### config.mk
export PLATFORM = sky130hd
export DESIGN_NAME = adc_sample_sequencer
export DESIGN_NICKNAME = d
export VERILOG_FILES = /design/src/rtl/adc_sample_sequencer.sv
export SDC_FILE = /design/constraint.sdc
export NUM_CORES = 1
export LEC_CHECK = 0
export ABC_CLOCK_PERIOD_IN_PS = 2250
export CORE_MARGIN = 2
export CORE_UTILIZATION = 45
export CTS_CLUSTER_SIZE = 25
export DETAILED_ROUTE_END_ITERATION = 8
export HOLD_SLACK_MARGIN = 0.05
export SETUP_SLACK_MARGIN = 0.15
export SYNTH_ARGS = -nofsm -noshare
export SYNTH_HDL_FRONTEND = slang
export SYNTH_SLANG_ARGS = --single-unit
### constraint.sdc
create_clock -name clk -period 2.25 [get_ports clk]
set_clock_uncertainty 0.05 [all_clocks]
set_input_delay 0.45 -clock clk [delete_from_list [all_inputs] [get_ports clk]]
set_output_delay 0.45 -clock clk [all_outputs]
set_load 0.01 [all_outputs]
### src/rtl/adc_sample_sequencer.sv
// Periodic start/capture sequencer for an 8-bit SAR core with 2^AVG_LOG2 averaging.
// Result appears 1 clock after the final capture, is held until accepted and is overwritten (overrun) if not taken.
module adc_sample_sequencer #(
  parameter int SAMPLE_PERIOD = 64,
  parameter int AVG_LOG2      = 2,
  parameter int TIMEOUT       = 32
) (
  input  logic       clk,
  input  logic       rst_n,
  input  logic       enable,
  output logic       convStart,
  input  logic       convStop,
  input  logic [7:0] adcData,
  output logic [7:0] sampleData,
  output logic       sampleValid,
  input  logic       sampleReady,
  output logic       overrun,
  output logic       timeout,
  input  logic       clearFlags
);
  localparam int ACC_W = 8 + AVG_LOG2;
  localparam int CNT_W = AVG_LOG2 + 1;
  localparam logic [CNT_W-1:0] NUM_AVG     = CNT_W'(1 << AVG_LOG2);
  localparam logic [15:0]      PERIOD_LAST = 16'(SAMPLE_PERIOD - 1);
  localparam logic [7:0]       TO_LAST     = 8'(TIMEOUT - 1);

  typedef enum logic [2:0] {IDLE, START, WAIT_LOW, WAIT_HIGH, PERIOD} state_t;

  state_t           state;
  state_t           state_nxt;
  logic [15:0]      per_cnt;
  logic [7:0]       to_cnt;
  logic             start_cnt;
  logic [ACC_W-1:0] acc;
  logic [CNT_W-1:0] smp_cnt;
  logic             waiting;
  logic             capture;
  logic             to_expire;
  logic             per_done;
  logic             result_load;

  assign waiting     = (state == WAIT_LOW) || (state == WAIT_HIGH);
  assign capture     = (state == WAIT_HIGH) && convStop;
  // A done seen on the deadline edge still counts as a good conversion.
  assign to_expire   = waiting && !capture && (to_cnt == TO_LAST);
  assign per_done    = per_cnt >= PERIOD_LAST;
  assign result_load = smp_cnt == NUM_AVG;

  always_ff @(posedge clk or negedge rst_n) begin
    if (!rst_n) begin
      state <= IDLE;
    end else begin
      state <= state_nxt;
    end
  end

  always_comb begin
    state_nxt = state;
    case (state)
      IDLE: begin
        if (enable) state_nxt = START;
      end
      START: begin
        if (start_cnt) state_nxt = WAIT_LOW;
      end
      WAIT_LOW: begin
        if (to_expire) begin
          state_nxt = PERIOD;
        end else if (!convStop) begin
          state_nxt = WAIT_HIGH;
        end
      end
      WAIT_HIGH: begin
        if (capture || to_expire) state_nxt = PERIOD;
      end
      PERIOD: begin
        if (per_done) state_nxt = enable ? START : IDLE;
      end
      default: state_nxt = IDLE;
    endcase
  end

  always_comb begin
    convStart = 1'b1;
    if (state == START) convStart = 1'b0;
  end

  // Period counter restarts on every START entry so starts sit on a fixed grid.
  always_ff @(posedge clk or negedge rst_n) begin
    if (!rst_n) begin
      start_cnt <= 1'b0;
      per_cnt   <= 16'd0;
      to_cnt    <= 8'd0;
    end else begin
      start_cnt <= (state == START) ? ~start_cnt : 1'b0;
      if ((state != START) && (state_nxt == START)) begin
        per_cnt <= 16'd0;
      end else if (per_cnt != 16'hFFFF) begin
        per_cnt <= per_cnt + 16'd1;
      end
      to_cnt <= waiting ? to_cnt + 8'd1 : 8'd0;
    end
  end

  always_ff @(posedge clk or negedge rst_n) begin
    if (!rst_n) begin
      acc     <= '0;
      smp_cnt <= '0;
    end else if (result_load || (state == IDLE)) begin
      acc     <= '0;
      smp_cnt <= '0;
    end else if (capture) begin
      acc     <= acc + ACC_W'(adcData);
      smp_cnt <= smp_cnt + CNT_W'(1);
    end
  end

  always_ff @(posedge clk or negedge rst_n) begin
    if (!rst_n) begin
      sampleData  <= 8'd0;
      sampleValid <= 1'b0;
      overrun     <= 1'b0;
      timeout     <= 1'b0;
    end else begin
      if (result_load) begin
        sampleData  <= acc[ACC_W-1 -: 8];
        sampleValid <= 1'b1;
      end else if (sampleValid && sampleReady) begin
        sampleValid <= 1'b0;
      end
      if (result_load && sampleValid && !sampleReady) begin
        overrun <= 1'b1;
      end else if (clearFlags) begin
        overrun <= 1'b0;
      end
      if (to_expire) begin
        timeout <= 1'b1;
      end else if (clearFlags) begin
        timeout <= 1'b0;
      end
    end
  end

endmodule

==> run summary <==
outcome -> finished, final reports clean
Cell Count, Final, Fillers Out -> 402
max_slew headroom -> 0.713
fin crit share -> 0.879
average size of a mapped cell -> 10.1 µm²
CP required -> 1.75 ns
Slew @ Worst Pin -> 0.430 ns
Reg clk slew, reported paths -> 0.10 ns
synth warn -> 0
Final setup viols -> 0
die height -> 83.7 µm
Vias/cell -> 5.39
Placer Congestion -> 0.786
Syn Inst Count -> 283
net count after synthesis -> 310
min Tclk post-route -> 1.98 ns
critical path class -> reg2out
post-layout utilization of the core -> 0.551
initial antenna violation count -> 0
CTS Root Cell -> clkbuf_8
Synth Register Bits -> 52
area delta synth->final -> 20.5%
fin. max-slew vios -> 0
total length of routed met3 wires -> 188 µm
Crit-path slowest cell -> or3b_2
Sink Count -> 52
Inst Count DP -> 393
Routed WL -> 5620 µm
CP peak stage delay -> 0.48 ns
number of I/O pins -> 26
layout cells sized above 1 -> 0.188
vias in the first global route -> 2145
hold-fix buffers at CTS -> 0
Setup WS post-layout -> 0.271 ns
Reg2Reg Setup Slack -> 0.30 ns
# DRC -> 0
CP Max Fanout -> 2
Port Buffer Count -> 25
CP startpoint kind -> register
RSZ-0062 raised after global routing -> yes
gr usage total -> 0.175
Metal-1 WL -> 2670 µm
Final Hold Viols -> 0
Post-DRT Antenna Nets -> 0
setup TNS -> 0 ns
Post-synth EDFFs -> 0
CTS tree -> built
number of max-cap violations -> 0
die width -> 83.7 µm
Starting Density -> 0.458
pwr/cell area -> 841 nW/µm²
worst-path cell chain -> or3b_2, dlygate4sd2_1
Seq/Total Area, Yosys -> 0.456
Row Count -> 29
number of buffers created by CTS -> 5
FFs w/ async S/R, synth -> 1.00
met2 wire length -> 2700 µm
Synth Flop Type -> dfrtp_1
dpl ws -> -0.315 ns
core area -> 6240 µm²
die area -> 7000 µm²
Yosys cell types -> 52
Leak -> 0.00152 µW
Worst-Skew Late Latency -> 0.31 ns
CP Data Arrival Time -> 1.48 ns
DR top layer -> met4
f_max -> 505 MHz
fillers -> 563
DR vias -> 2166
worst min-delay path class -> in2async
first-pass GRT wire length -> 10100 µm
DRT iter0 DRCs -> 67
total global routing overflow -> 0
maximum vdd drop -> 0.482 mV
WL/cell -> 14.0 µm
layout net count -> 351
mapped cell area -> 2860 µm²
H-tree depth -> 2
Hold Slack -> 0.0631 ns
DP Wirelength -> 3940 µm
number of diodes -> 0
largest net degree at the start of global routing -> 53
critical path endpoint category -> primary output
drt first pass iters -> 4
CTS max path bufs -> 2
## cell type report
type / instances / area, µm² / area share
clock buffers: 5 / 68.8 / 0.0200
flip-flops and latches: 52 / 1300 / 0.378
well taps: 77 / 96.3 / 0.0280
inverters: 9 / 33.8 / 0.00982
clock inverters: 3 / 27.5 / 0.00800
repair buffers: 45 / 412 / 0.120
multi-input cells: 211 / 1500 / 0.436
## sequential cells by signal, summed over array words and instances (netlist names), 3 cells and up
| register | count |
|---|---|
| per_cnt | 16 |
| state | 3 |
| to_cnt | 8 |
| smp_cnt | 3 |
| sampleData | 8 |
| acc | 10 |
## cells in the mapped netlist, types with 3 or more instances
master    instances  area [µm²]
dfrtp_1          52        1300
nor2_1           33         124
nand2_1          25        93.8
a21oi_1          15        75.1
ha_1             12         150
a211oi_1         11        82.6
o21ai_0          11        55.1
xnor2_1          10        87.6
inv_1             9        33.8
nand3_1           9        45.0
mux2_2            8        90.1
nor4_1            7        43.8
xor2_1            7        61.3
nand3b_1          6        45.0
buf_2             5        25.0
clkbuf_1          5        18.8
mux2i_1           4        40.0
nor3_1            4        20.0
a21o_1            3        22.5
a31oi_1           3        18.8
nand4_1           3        18.8
## placed cells by master (no fill, tap or decap), drive strengths merged, types with 2 or more instances in the layout
master          n
nor2           34
mux2i           4
nand4b          2
nand3b          6
nand2b          2
o21a            2
nor3b           2
o211ai          2
buf            21
a21o            3
nand2          26
dfrtp          52
a31oi           3
or3             2
nor4            8
inv            10
nand4           3
a21oi          15
o21ai          11
clkdlybuf4s50  21
a211oi         11
and3            2
nand3          11
xor2            7
dlymetal6s2s    2
or2             2
clkbuf          5
nor3            8
xnor2          10
mux2            8
ha             12
## through the flow
step / instance area, µm² / power, µW
5_1_grt: 3440 / 3140
3_5_place_dp: 3300 / 2310
2_1_floorplan: 2860 / 1970
3_3_place_gp: 3300 / 2290
4_1_cts: 3390 / 2880
6_report: 3440 / 2890
## per-layer routing
metal  GRT usage  up-vias
li1            -     1097
met1       0.243     1023
met5           0        -
met4      0.0484        0
met2       0.284       39
met3      0.0287        7
## cells by family after synthesis
kind of cell	share of synthesized area
muxes	0.0456
DFF	0.456
buffers and inverters	0.0311
xor gates and xnor gates	0.0521
adders and majority gates	0.0596
and+or+nand+nor	0.226
AOI/OAI and AO/OA	0.130
## critical path: cells and delay by family (launching register included)
kind / cells / cell delay (ns)
and+or+nand+nor: 1 / 0.48
DFF: 1 / 0.38
buffers and inverters: 1 / 0.30
## worst paths after layout
path / startpoint / endpoint / cells past startpoint
worst max-delay path: state[2] / convStart / 2
worst min-delay path: rst_n / sampleData[6] / 2
worst max register to register: acc[0] / acc[8] / 7
worst min register to register: start_cnt / start_cnt / 1
max in group asynchronous: rst_n / acc[1] / 2
min in group clk: start_cnt / start_cnt / 1
## timing repair
| item | in CTS | in global routing |
|---|---|---|
| setup endpoints to repair | 4 | 6 |
| pin swaps | 1 | 5 |
| gates resized for setup | 3 | 10 |
| setup buffers | 0 | 1 |
## report_power, final
part           switching, µW  internal (µW)
combinational            583            517
sequential               145           1080
clock                    335            229
No activity file was read; power rests on OpenSTA's default activity.
